`config.mk`:
```
export PLATFORM = sky130hd
export DESIGN_NAME = derivative_buffer_reader
export DESIGN_NICKNAME = d
export VERILOG_FILES = /design/src/rtl/derivative_buffer_reader.sv
export SDC_FILE = /design/constraint.sdc
export NUM_CORES = 1
export LEC_CHECK = 0
export ABC_AREA = 1
export CAP_MARGIN = 30
export CORE_ASPECT_RATIO = 0.5
export CORE_UTILIZATION = 44
export DETAILED_ROUTE_END_ITERATION = 16
export DONT_BUFFER_PORTS = 1
export PLACE_DENSITY = 0.62
export SYNTH_ARGS = -nofsm -noshare
export SYNTH_HDL_FRONTEND = slang
export SYNTH_SLANG_ARGS = --single-unit
export TNS_END_PERCENT = 30
```
`constraint.sdc`:
```
create_clock -name clock -period 1.65 [get_ports clock]
set_clock_uncertainty 0.1 [all_clocks]
set_input_delay 0.4125 -clock clock [delete_from_list [all_inputs] [get_ports clock]]
set_output_delay 0.4125 -clock clock [all_outputs]
set_load 0.02 [all_outputs]
```
`src/rtl/derivative_buffer_reader.sv`:
```
// Burst reader: streams length symbols from the derivative buffer RAM through a 2-entry skid FIFO.
// Latency: rden to out_valid is 2 cycles. When out_ready is low, reads are throttled so the FIFO never overflows.
module derivative_buffer_reader #(
  parameter int DW    = 8,
  parameter int AW    = 8,
  parameter int DEPTH = 255
) (
  input  logic          clock,
  input  logic          reset_n,
  input  logic          start,
  input  logic [AW-1:0] base_addr,
  input  logic [AW-1:0] length,
  output logic [AW-1:0] rdaddress,
  output logic          rden,
  input  logic [DW-1:0] q,
  output logic [DW-1:0] out_data,
  output logic          out_valid,
  input  logic          out_ready,
  output logic          out_last,
  output logic          busy,
  output logic          done
);

  typedef enum logic [1:0] {IDLE, READ, DRAIN} state_t;

  state_t        state_q;
  logic [AW-1:0] addr_q;
  logic [AW-1:0] rem_q;
  logic          busy_q;
  logic          done_q;
  logic          pend_q;
  logic          pend_last_q;

  logic [1:0]    cnt_q, cnt_d;
  logic [DW-1:0] dat0_q, dat0_d, dat1_q, dat1_d;
  logic          last0_q, last0_d, last1_q, last1_d;

  logic          pop;
  logic          push;
  logic [1:0]    held_eff;
  logic [1:0]    occ;
  logic [AW-1:0] next_addr;

  assign out_valid = (cnt_q != 2'd0);
  assign out_data  = dat0_q;
  assign out_last  = out_valid & last0_q;
  assign rdaddress = addr_q;
  assign busy      = busy_q;
  assign done      = done_q;

  assign pop  = out_valid & out_ready;
  assign push = pend_q;

  // The entry leaving on this edge frees its slot, which keeps one read per cycle with out_ready high.
  assign held_eff = cnt_q - {1'b0, pop};
  assign occ      = held_eff + {1'b0, pend_q};
  assign rden     = (state_q == READ) && (occ < 2'd2);

  assign next_addr = (addr_q == AW'(DEPTH - 1)) ? '0 : addr_q + 1'b1;

  always_comb begin
    cnt_d   = cnt_q;
    dat0_d  = dat0_q;
    dat1_d  = dat1_q;
    last0_d = last0_q;
    last1_d = last1_q;
    case ({push, pop})
      2'b10: begin
        if (cnt_q == 2'd0) begin
          dat0_d  = q;
          last0_d = pend_last_q;
        end else begin
          dat1_d  = q;
          last1_d = pend_last_q;
        end
        cnt_d = cnt_q + 2'd1;
      end
      2'b01: begin
        dat0_d  = dat1_q;
        last0_d = last1_q;
        cnt_d   = cnt_q - 2'd1;
      end
      2'b11: begin
        if (cnt_q == 2'd1) begin
          dat0_d  = q;
          last0_d = pend_last_q;
        end else begin
          dat0_d  = dat1_q;
          last0_d = last1_q;
          dat1_d  = q;
          last1_d = pend_last_q;
        end
      end
      default: ;
    endcase
  end

  always_ff @(posedge clock or negedge reset_n) begin
    if (!reset_n) begin
      cnt_q   <= 2'd0;
      dat0_q  <= '0;
      dat1_q  <= '0;
      last0_q <= 1'b0;
      last1_q <= 1'b0;
    end else begin
      cnt_q   <= cnt_d;
      dat0_q  <= dat0_d;
      dat1_q  <= dat1_d;
      last0_q <= last0_d;
      last1_q <= last1_d;
    end
  end

  // pend_q marks that q carries data for a read issued on the previous edge.
  always_ff @(posedge clock or negedge reset_n) begin
    if (!reset_n) begin
      state_q     <= IDLE;
      addr_q      <= '0;
      rem_q       <= '0;
      busy_q      <= 1'b0;
      done_q      <= 1'b0;
      pend_q      <= 1'b0;
      pend_last_q <= 1'b0;
    end else begin
      done_q      <= 1'b0;
      pend_q      <= rden;
      pend_last_q <= rden && (rem_q == AW'(1));
      case (state_q)
        IDLE: begin
          if (start) begin
            if (length == '0) begin
              done_q <= 1'b1;
            end else begin
              state_q <= READ;
              addr_q  <= base_addr;
              rem_q   <= length;
              busy_q  <= 1'b1;
            end
          end
        end
        READ: begin
          if (rden) begin
            addr_q <= next_addr;
            rem_q  <= rem_q - 1'b1;
            if (rem_q == AW'(1)) state_q <= DRAIN;
          end
        end
        DRAIN: begin
          if (pop && last0_q) begin
            state_q <= IDLE;
            busy_q  <= 1'b0;
            done_q  <= 1'b1;
          end
        end
        default: state_q <= IDLE;
      endcase
    end
  end

endmodule

```
# Word level (Yosys, flattened, before mapping)
# Index checks and enable logic that the tools add are counted.
[totals] register_bits=42 out_inout_bits=21 wordCells=90
[op_classes] reduce_logical=17 mux=36 magnitude_cmp=1 add_sub_neg=6 bitwise=2 n_eq_ne=16
[op_table] op="8-bit two-way mux" n=11
[op_table] op="8-bit case mux with 2 select lines" n=3
[op_table] op="8-bit case mux with 3 select lines" n=1
[op_table] op="2-bit != test, second input constant" n=7
[op_table] op="1-bit two-way mux" n=10
[op_table] op="2-bit two-way mux" n=5
[op_table] op="2-bit nonzero test" n=5
[op_table] op="8-bit by 1-bit adder with 8-bit output, second input constant" n=1
[op_table] op="8-bit by 1-bit == test with 1-bit output, second input constant" n=1
[op_table] op="8-bit == test, second input constant" n=1
[op_table] op="8-bit zero test" n=1
[op_table] op="4-bit AND reduction" n=2
[op_table] op="8-bit by 1-bit subtractor with 8-bit output, second input constant" n=1
[op_table] op="2-bit by 1-bit == test with 1-bit output, second input constant" n=3
[op_table] op="2-bit == test, second input constant" n=3
[op_table] op="1-bit case mux with 2 select lines" n=3
[op_table] op="2-bit case mux with 3 select lines" n=1
[op_table] op="5-bit AND reduction" n=1
[op_table] op="2-bit zero test" n=2
[op_table] op="2-bit case mux with 2 select lines" n=1
[op_table] op="1-bit logical AND" n=3
[op_table] op="1-bit case mux with 3 select lines" n=1
[op_table] op="3-bit AND reduction" n=1
[op_table] op="3-bit nonzero test" n=1
[op_table] op="8 further kinds" n=9

# Logic depth before layout (Yosys ltp)
# Gate-level depths: netlist (run 1).
[logic_depth] word_depth=8 ltp_mapped=12 depth_no_buf=11

# Worst setup path before layout (run 1)
# No wires, ideal clock.
[synth_timing] path_kind="register -> output" startpoint="reg cnt_q[1]" endpoint="out rden" t_arrival_ps=1524 stages_incl_launch_ff=11 slack_ps=-386 path_cell_list="dfrtp_1 -> inv_1 -> ha_1 -> inv_2 -> nand3_1 -> nand2_1 -> nand2_1 -> nand2_2 -> nand2_1 -> inv_1 -> nor2_1"
[synth_via] elab_chain_cells=6
[synth_lines] element="start: declaration" line_no="34" rtl="logic [1:0] cnt_q, cnt_d;"
[synth_lines] element="start signal: assignment" line_no="106" rtl="cnt_q <= cnt_d;"
[synth_lines] element="2-bit nonzero test" line_no="44" rtl="assign out_valid = (cnt_q != 2'd0);"
[synth_lines] element="named net out_valid" line_no="17" rtl="output logic out_valid,"
[synth_lines] element="1-bit bitwise AND" line_no="51" rtl="assign pop = out_valid & out_ready;"
[synth_lines] element="2-bit by 1-bit subtractor with 2-bit output" line_no="55" rtl="assign held_eff = cnt_q - {1'b0, pop};"
[synth_lines] element="2-bit by 1-bit adder with 2-bit output" line_no="56" rtl="assign occ = held_eff + {1'b0, pend_q};"
[synth_lines] element="2-bit less-than comparator" line_no="57" rtl="assign rden = (state_q == READ) && (occ < 2'd2);"
[synth_lines] element="1-bit logical AND" line_no="57"
[synth_lines] element="end: declaration" line_no="14" rtl="output logic rden,"
# The timed path passes the listed nets, and every way through them passes these cells.

# Final worst setup path (run 1)
[layout_timing] startpoint="reg cnt_q[1]" endpoint="out rden"
[layout_via] elab_chain_cells=6
[layout_lines] element="2-bit nonzero test" line_no="44"
[layout_lines] element="1-bit bitwise AND" line_no="51"
[layout_lines] element="2-bit by 1-bit subtractor with 2-bit output (*)" line_no="55"
[layout_lines] element="2-bit by 1-bit adder with 2-bit output (*)" line_no="56"
[layout_lines] element="2-bit less-than comparator (*)" line_no="57"
[layout_lines] element="1-bit logical AND (*)" line_no="57"
# Every way passes the cells marked *; elsewhere a longest branch is shown, timed or not.

==> key figures, run 1 <==
Place
  • Gpl congestion: 0.846
  • PortBufs: 0
  • Detail Placement HPWL: 4.50 mm

Setup path
  • R2R cell count: 13
  • Crit end category: output pin
  • Setup CP Type: flop to output pin
  • Crit path DAT: 1.55 ns
  • Worst Path Max Fanout: 4
  • R2r setup slk: -0.28 ns
  • Critical path startpoint category: flop
  • Crit path required time: 1.14 ns

STA
  • Fin crit period: 2.06 ns
  • Final period util: 1.25
  • Final setup vio count: 40
  • Final Max Slew Viols: 0
  • RSZ-0062 raised after global routing: true
  • Worst-Margin Slew: 0.436 ns
  • Slew Limit Headroom: 0.708
  • Setup TNS Final: -5.92 ns
  • Final worst setup slack: -0.412 ns
  • Fmax: 485 MHz
  • Final Hold Fails: 0

Status
  • Status: complete, but fails checks
  • Failing checks: setup timing

Power
  • Switching Fraction: 0.471
  • Internal power: 0.00394 W
  • PwrDens: 2280 nW/um^2
  • Pleak: 1.64 nW
  • Clk pwr share: 0.136
  • Flop pwr share: 0.276
  • Worst IR drop on VDD: 1.54 mV
  • Combinational power share: 0.588
  • P_sw: 0.00350 W

Logic synthesis
  • Synthesized net count: 381
  • #FFs+latches synth: 42
  • Mapped Cells: 345
  • Dominant synthesized flop cell: dfrtp_1
  • Yosys top cell by area: dfrtp_1
  • Post-synth EDFFs: 0
  • Asr flop ratio synth: 1.00
  • Ys Warns: 0
  • Avg Cell Area, Syn: 7.38 sq um
  • Synth top area cells: dfrtp_1 41%, nand2_1 18%, nand3_1 6.9%
  • Sequential fraction of the synthesis area: 0.413
  • Distinct cells, synth: 28
  • Area share of the largest cell type after synthesis: 0.413
  • Post-Syn Area: 2550 sq um

Global routing
  • GRT Total Usage: 0.231
  • GRT overflow: 0
  • Pin count of the biggest net entering global routing: 43
  • First-pass GRT wire length: 10.7 mm
  • Vias in the first global route: 2,327
  • Initial antenna violation count: 0

Floorplanning
  • Core box area: 5540 sq um
  • Chip height: 55.8 um
  • Initial core utilization: 0.460
  • I/O pins: 49
  • Die ar.: 6120 sq um
  • Num rows: 19
  • Die Width: 110 um

CTS
  • CTS tree: yes
  • Clk sinks: 42
  • Total CTS buffers: 5
  • Clk buf depth: 2
  • Root buffer cell: clkbuf_16
  • CTS H-tree depth: 2
  • Clock latency on the worst-skew pair: 0.29 ns
  • CTS clk-pin slew, worst paths: 0.07 ns

Drt
  • DR pass1 iterations: 6
  • Starting DRC count in detailed routing: 126
  • Routed Antenna Nets: 0
  • Final WL: 6.60 mm
  • Vias/cell: 5.34
  • Routed WL per cell: 14.2 um
  • Remaining DRCs: 0
  • Vias after detailed routing: 2,477

Finish
  • Fraction of layout cells with a size suffix above 1: 0.238
  • NumNets Final: 426
  • Final core area utilization: 0.588
  • Antenna cells: 0
  • Syn-to-layout area delta: 27.9%

Worst hold path
  • Hold crit path type: primary input to flop
  • Hold depth: 2

Run
  • Number of max-cap violations: 0
-- cell usage in the layout (no fill, tap or decap), types with 4 or more instances in the layout --
cell	netlist	routed
nand2_1	119	105
dfrtp_1	42	42
buf_4	1	36
nand3_1	35	33
nor2_1	31	30
inv_1	30	26
nand4_1	20	20
o21ai_0	16	15
nand2_2	2	13
a31oi_1	9	9
buf_6	4	7
nand2_4	2	6
ha_1	8	6
inv_2	2	5
clkbuf_16	0	5
nand3_4	2	4
-- cells by family (layout without fill, tap and decap cells) --
family                     Yosys count  count (layout)  share of synthesized area
AOI/OAI and AO/OA                   32              32                     0.0732
xor gates and xnor gates             3               3                     0.0103
adders and majority gates            8               8                     0.0393
buffers and inverters               42              86                     0.0776
DFF                                 42              42                      0.413
and+or+nand+nor                    218             220                      0.387
-- final cells by class --
cell class | instances | area, sq um
sequential | 42 | 1050
fill | 501 | 2280
tap | 73 | 91.3
inverter | 32 | 123
clock buffer | 5 | 125
clock inverter | 3 | 25.0
timing repair buffer | 46 | 407
multi-input combinational | 263 | 1440
-- power by group through the flow --
stage / Combinational, W / Sequential [W] / Clock (W)
2_1_floorplan: 0.00255 / 0.00213 / 0
3_3_place_gp: 0.00365 / 0.00204 / 0
4_1_cts: 0.00406 / 0.00204 / 0.00104
6_report: 0.00437 / 0.00205 / 0.00101
5_1_grt: 0.00486 / 0.00214 / 0.00109
3_5_place_dp: 0.00376 / 0.00205 / 0
-- path summary, 6_finish.rpt --
path / startpoint / end
min: q[0] / dat1_q[0]
min in group asynchronous: reset_n / out_data[2]
max reg2reg: cnt_q[1] / rem_q[1]
max in group asynchronous: reset_n / rdaddress[3]
max: cnt_q[1] / rden
min reg2reg: dat1_q[0] / dat1_q[0]
-- registers in the layout, indices dropped and copies added, names as in the netlist --
name         cells
last0_q          1
pend_last_q      1
rem_q            8
dat1_q           8
cnt_q            2
pend_q           1
rdaddress        8
out_data         8
done             1
state_q          2
last1_q          1
busy             1
-- metal layers --
metal	track usage	wire length, um	up-vias
met4	0.0514	59	0
met3	0.0609	481	8
met5	0	0	-
li1	-	-	1225
met2	0.384	3080	88
met1	0.304	2980	1156
-- repair_timing --
| item | in CTS | in global routing |
|---|---|---|
| cloned | 2 | 1 |
| pin swaps | 18 | 18 |
| setup endpoints to repair | 25 | 41 |
| setup buffers | 6 | 3 |
| gates resized for setup | 16 | 19 |
| hold buffers | 2 | 0 |
| endpoints found under the hold margin | 42 | 0 |
-- synth_stat cells (2+ instances only) --
library cell  instances
nand2_2               2
nand3_1              35
o21bai_1              2
a31oi_1               9
a21oi_1               2
xnor2_1               3
nand2_1             119
nor2_1               31
o21ai_0              16
buf_2                 5
inv_2                 2
a21oi_2               2
nand4_1              20
dfrtp_1              42
inv_1                30
nand3_4               2
buf_6                 4
nand2_4               2
ha_1                  8
-- worst max-delay path: stages, from the launching register on --
cell     delay [ns]
dfrtp_1        0.39
inv_2          0.08
ha_4           0.18
inv_4          0.04
nand3_2        0.05
nand2_2        0.08
nand2_2        0.07
nand2_2        0.07
nand2_4        0.06
inv_2          0.04
nor2_4         0.17
-- per-stage QoR --
stage	total power [W]	cells	setup WS [ns]	hold slack, ns	area [sq um]
global route	0.00809	464	-0.494	0.132	3260
CTS	0.00713	460	-0.366	0.124	3160
global placement	0.00569	442	-0.0616	0.0179	2860
finish	0.00743	464	-0.412	0.133	3260
detailed placement	0.00581	442	-0.103	0.0178	2860
floorplan	0.00468	345	-0.108	0.0169	2580
Note: power is estimated with default switching activity, not from simulation.
==> run 2: changes to the inputs <==
- ABC_CLOCK_PERIOD_IN_PS: not set -> 1650
- CORE_MARGIN: not set -> 5
==> key figures, run 2 (synthesis results as in run 1) <==
Floorplanning
  • Initial core utilization: 0.460 (unchanged)
  • I/O pins: 49 (unchanged)
  • Num rows: 19 (unchanged)
  • Die Width: 118 um (+7.3%)
  • Chip height: 63.8 um (+14%)
  • Core box area: 5540 sq um (unchanged)
  • Die ar.: 7500 sq um (+23%)

STA
  • Hold_ws: 0.132 ns (-0.000922 ns)
  • Final setup vio count: 38 (-5.0%)
  • Final worst setup slack: -0.359 ns (+0.0526 ns)
  • Slew Limit Headroom: 0.694 (-0.0149)
  • Final Hold Fails: 0 (unchanged)
  • Final Max Slew Viols: 0 (unchanged)
  • Final period util: 1.22 (-0.0318)
  • Fmax: 498 MHz (+2.6%)
  • Worst-Margin Slew: 0.459 ns (+0.0223 ns)
  • RSZ-0062 raised after global routing: true
  • Fin crit period: 2.01 ns (-0.0526 ns)
  • Setup TNS Final: -6.06 ns (-0.140 ns)

Global routing
  • GRT overflow: 0 (unchanged)
  • First-pass GRT wire length: 11.6 mm (+7.9%)
  • GRT Total Usage: 0.186 (-0.0457)
  • Initial antenna violation count: 0 (unchanged)
  • Pin count of the biggest net entering global routing: 43 (unchanged)
  • Vias in the first global route: 2,412 (+3.7%)

Setup path
  • Setup CP Type: flop to output pin
  • Slowest stage delay, CP: 0.39 ns (about the same)
  • Crit path required time: 1.14 ns (about the same)
  • Critical path startpoint category: flop
  • Crit path DAT: 1.50 ns (-0.05 ns)
  • CP Buf/Inv Count: 3 (unchanged)
  • Cell mode on critical path: nand2_2
  • Crit end category: output pin
  • Setup crit start: cnt_q[1]
  • Worst Path Max Fanout: 3 (-1)
  • Critical path's slowest cell: dfrtp_1
  • R2r startpoint: cnt_q[1]
  • Delay-heaviest family, CP: simple AND/OR/NAND/NOR gates
  • Crit path cell chain: inv_2 -> ha_4 -> inv_4 -> nand3_2 -> nand2_2 -> nand2_2 -> nand2_2 -> nand2_2 -> inv_2 -> nor2_4

Finish
  • Antenna cells: 0 (unchanged)
  • NumNets Final: 419 (-1.6%)
  • Syn-to-layout area delta: 24.5%
  • Final core area utilization: 0.572 (-0.0160)
  • Commonest cells after routing, fill and taps aside: 111 x nand2_1, 42 x dfrtp_1, 33 x nand3_1, 32 x buf_4, 29 x nor2_1
  • Final Non-Filler Cells: 457 (-1.5%)
  • Leading cell type in the layout, fill and taps excluded: nand2_1
  • Fraction of layout cells with a size suffix above 1: 0.211 (-0.0269)

CTS
  • Clk buf depth: 2 (unchanged)
  • Clk sinks: 42 (unchanged)
  • Clock latency on the worst-skew pair: 0.29 ns (about the same)
  • CTS clk-pin slew, worst paths: 0.07 ns (about the same)
  • CTS tree: yes
  • Root buffer cell: clkbuf_16
  • Total CTS buffers: 5 (unchanged)
  • CTS H-tree depth: 2 (unchanged)

Drt
  • DR pass1 iterations: 4 (-2)
  • Remaining DRCs: 0 (unchanged)
  • Routed WL per cell: 14.5 um (+2.2%)
  • Starting DRC count in detailed routing: 198 (+57%)
  • Vias/cell: 5.29 (-0.89%)
  • Final WL: 6.65 mm (+0.67%)
  • Routed Antenna Nets: 0 (unchanged)
  • Vias after detailed routing: 2,418 (-2.4%)

Power
  • PwrDens: 2300 nW/um^2 (+0.65%)
  • Worst IR drop on VDD: 1.09 mV (-29%)
  • Pleak: 1.60 nW (-2.6%)

Place
  • Placed Instances: 441 (-0.23%)
  • Gpl congestion: 0.896 (+5.9%)
  • Detail Placement HPWL: 4.68 mm (+3.8%)
  • PortBufs: 0 (unchanged)

Worst hold path
  • Hold Crit Start: q[3]
  • Hold crit path type: primary input to flop

Status
  • Failing checks: setup timing
  • Status: complete, but fails checks

Run
  • Number of max-cap violations: 0 (unchanged)
-- run 2: cell types whose count changed in the layout (fill, tap and decap cells not counted), moves of 2 or more --
cell	previous run	this run
nand2_4	6	3
buf_4	36	32
nand2_2	13	9
ha_2	0	2
nand2_1	105	111
clkinv_2	0	2
buf_6	7	4
-- run 2: what timing repair did --
action | 4_1_cts | 5_1_grt
resized for setup | 12 | 13
pin swaps | 11 | 9
gates cloned | 1 | 0
hold buffers | 2 | 0
setup buffers | 4 | 1
endpoints found under the setup margin | 37 | 41
hold endpoints to repair | 42 | 0
-- run 2: final cells by class --
cell class	instances	area, sq um
Clock buffer	5	125
Inverter	32	123
Sequential cell	42	1050
Clock inverter	3	18.8
Fill cell	504	2370
Timing Repair Buffer	40	363
Multi-Input combinational cell	262	1400
Tap cell	73	91.3
-- run 2: report_power, final --
group          internal, W  switching [W]  total (W)  leakage (nW)
Sequential         0.00153       0.000519    0.00205         0.511
Combinational      0.00178        0.00246    0.00424          1.01
Clock             0.000561       0.000429   0.000990        0.0740
-- run 2: worst paths after layout --
kind / slack (ns) / to / cells after the start
min: 0.13 / dat1_q[3] / 2
max in group asynchronous: 0.71 / rem_q[7] / 2
min in group asynchronous: 0.51 / cnt_q[0] / 2
min reg2reg: 0.40 / rem_q[7] / 2
max: -0.36 / rden / 10
max reg2reg: -0.25 / rem_q[7] / 14
-- run 2: routing by layer --
layer,vias up,global-route usage,wire length [um]
li1,1208,-,-
met1,1138,0.246,3070
met2,67,0.303,3030
met3,5,0.0555,507
met4,0,0.0443,34
met5,-,0,0
-- run 2: stage by stage --
stage,setup WS [ns],cell area (sq um),power (W)
after detailed placement,-0.115,2850,0.00581
after floorplan,-0.108,2580,0.00468
after global routing,-0.444,3170,0.00796
after global placement,-0.0654,2850,0.00568
after CTS,-0.376,3120,0.00712
final,-0.359,3170,0.00728
-- run 2: worst register-to-register path, stage by stage (launching register included) --
cell	delay (ns)
dfrtp_1	0.39
inv_2	0.08
ha_4	0.18
inv_4	0.04
nand3_2	0.05
nand2_2	0.07
nand2_2	0.06
nand2_2	0.05
buf_4	0.13
buf_6	0.10
buf_6	0.11
nand3_4	0.10
nand3_4	0.16
nand2_1	0.10
nand2_1	0.05
==> run 3: changes to the inputs <==
- ABC_CLOCK_PERIOD_IN_PS: 1650 -> 2480
- PLACE_DENSITY: 0.62 -> 0.6
- clock period: 1.65 -> 2.48 ns (I/O delays scaled with it)
==> key figures, run 3 (synthesis results as in run 1) <==
Status
  • Status: completed

Global routing
  • Gr busiest metal: met2
  • GRT Total Usage: 0.169 (-0.0164)
  • Pin count of the biggest net entering global routing: 43 (unchanged)
  • GRT overflow: 0 (unchanged)
  • Met3 usage: 0.0634 (+0.00793)
  • Initial antenna violation count: 0 (unchanged)
  • Met2 GRT Util: 0.269 (-0.0338)
  • Vias in the first global route: 2,142 (-11%)
  • GR Util met1: 0.217 (-0.0290)
  • First-pass GRT wire length: 10.4 mm (-9.9%)

Power
  • PwrDens: 1490 nW/um^2 (-35%)
  • Internal power: 0.00217 W (-44%)
  • Flop pwr share: 0.351 (+0.070)
  • P_sw: 0.00207 W (-39%)
  • Pleak: 1.43 nW (-11%)
  • Worst IR drop on VDD: 0.645 mV (-41%)
  • Clk pwr share: 0.157 (+0.021)
  • Switching Fraction: 0.488 (+0.0202)
  • Combinational power share: 0.492 (-0.091)

Place
  • PortBufs: 0 (unchanged)
  • Detail Placement HPWL: 4.21 mm (-9.9%)
  • Placed Instances: 413 (-6.3%)
  • Gpl congestion: 0.819 (-8.6%)

Setup path
  • Worst Path Max Fanout: 4 (+1)
  • Crit path cell chain: inv_2 -> ha_4 -> inv_4 -> nand3_2 -> nand2_2 -> nand2_1 -> nand2_2 -> nand2_1 -> inv_1 -> nor2_2 -> buf_6
  • Crit path required time: 1.76 ns (+0.62 ns)
  • Slowest stage delay, CP: 0.39 ns (about the same)
  • Crit end category: output pin
  • Critical path's slowest cell: dfrtp_1
  • Crit path DAT: 1.67 ns (+0.17 ns)
  • Setup CP Type: flop to output pin
  • Critical path startpoint category: flop

Finish
  • NumNets Final: 389 (-7.2%)
  • Final Non-Filler Cells: 427 (-6.6%)
  • Antenna cells: 0 (unchanged)
  • Area of the multi-input gates: 1330 sq um (-5.2%)
  • Filler Cells Inserted: 553 (+9.7%)
  • Leading cell type in the layout, fill and taps excluded: nand2_1
  • Register area: 1050 sq um (unchanged)
  • Final core area utilization: 0.513 (-0.0590)
  • Commonest cells after routing, fill and taps aside: 118 x nand2_1, 42 x dfrtp_1, 34 x nand3_1, 30 x nor2_1, 28 x inv_1
  • Fraction of layout cells with a size suffix above 1: 0.107 (-0.104)
  • Syn-to-layout area delta: 11.6%

Worst hold path
  • Hold crit path type: primary input to asynchronous set/reset pin

Floorplanning
  • Die ar.: 7500 sq um (unchanged)
  • Num rows: 19 (unchanged)
  • Chip height: 63.8 um (unchanged)
  • Die Width: 118 um (unchanged)
  • Core box area: 5540 sq um (unchanged)
  • Initial core utilization: 0.460 (unchanged)
  • I/O pins: 49 (unchanged)

Drt
  • Starting DRC count in detailed routing: 193 (-2.5%)
  • Routed Antenna Nets: 0 (unchanged)
  • Vias after detailed routing: 2,269 (-6.2%)
  • DR pass1 iterations: 4 (unchanged)
  • Routed WL per cell: 14.4 um (-0.96%)
  • Vias/cell: 5.31 (+0.43%)
  • Remaining DRCs: 0 (unchanged)
  • Final WL: 6.15 mm (-7.5%)

STA
  • Final Max Slew Viols: 0 (unchanged)
  • Final setup vio count: 0 (-100%)
  • Worst-Margin Slew: 0.847 ns (+0.389 ns)
  • Final period util: 0.963
  • Final Hold Fails: 0 (unchanged)
  • Fin crit period: 2.39 ns
  • Fmax: 419 MHz
  • Slew Limit Headroom: 0.435 (-0.258)

Run
  • Number of max-cap violations: 0 (unchanged)

CTS
  • CTS tree: yes
  • CTS clk-pin slew, worst paths: 0.07 ns (about the same)
  • Clock latency on the worst-skew pair: 0.30 ns (about the same)
  • Clk sinks: 42 (unchanged)
  • Clk buf depth: 2 (unchanged)
  • Root buffer cell: clkbuf_16
  • CTS H-tree depth: 2 (unchanged)
  • Total CTS buffers: 5 (unchanged)
run 3: changes by cell type in the layout (fill, tap and decap cells not counted), sizes merged:
cell	previous run	this run
clkinvlp	0	1
nand3	39	38
inv	33	32
dlygate4sd3	1	0
buf	39	11
run 3: final timing paths:
kind                       startpoint  slack (ns)  cells past startpoint     endpoint
max reg2reg                  cnt_q[1]        0.48                     12     rem_q[5]
max                          cnt_q[1]        0.09                     11         rden
min in group clock               q[1]        0.33                      2    dat1_q[1]
min reg2reg                 dat1_q[1]        0.41                      2    dat1_q[1]
min                           reset_n        0.05                      1  out_data[3]
max in group asynchronous     reset_n        2.01                      1     rem_q[4]
run 3: timing repair:
item | in CTS | in global routing
setup endpoints to repair | 1 | 1
pin swaps | 0 | 4
hold buffers | 1 | 0
resized for setup | 4 | 6
endpoints found under the hold margin | 42 | 0
buffers inserted | 2 | 3
run 3: cell type report:
type	instances	share of cell area
clock buffers	5	0.0440
repair buffers	11	0.0374
flip-flops and latches	42	0.370
well taps	73	0.0321
inverters	32	0.0431
multi-input cells	261	0.466
clock inverters	3	0.00748
run 3: power by group through the flow:
stage	clock network [W]	logic, W	registers (W)
after global placement	0	0.00190	0.00150
after CTS	0.000687	0.00203	0.00149
after detailed placement	0	0.00194	0.00150
after floorplan	0	0.00163	0.00141
after global routing	0.000718	0.00241	0.00153
final	0.000667	0.00208	0.00149
run 3: per-layer routing:
layer,share of wire,vias to the layer above
met1,0.45,1056
met3,0.078,4
met4,0.010,0
met2,0.46,65
li1,-,1144
met5,0,-
run 3: worst max-delay path: cells and delay by family (launching register included):
kind          cells  cell delay (ns)
fa+ha+maj         1             0.19
buf+inv           4             0.35
flops             1             0.39
simple gates      6             0.45
run 3: metrics by stage:
step	area [sq um]	setup TNS, ns	setup slack, ns	hold slack (ns)	total power, W
after global routing	2840	-0.00650	-0.00650	0.0689	0.00465
after global placement	2600	0	0.164	0.225	0.00340
final	2840	0	0.0907	0.0549	0.00424
after detailed placement	2600	0	0.131	0.226	0.00344
after CTS	2800	0	0.0130	0.0666	0.00420
after floorplan	2550	0	0.236	0.224	0.00304
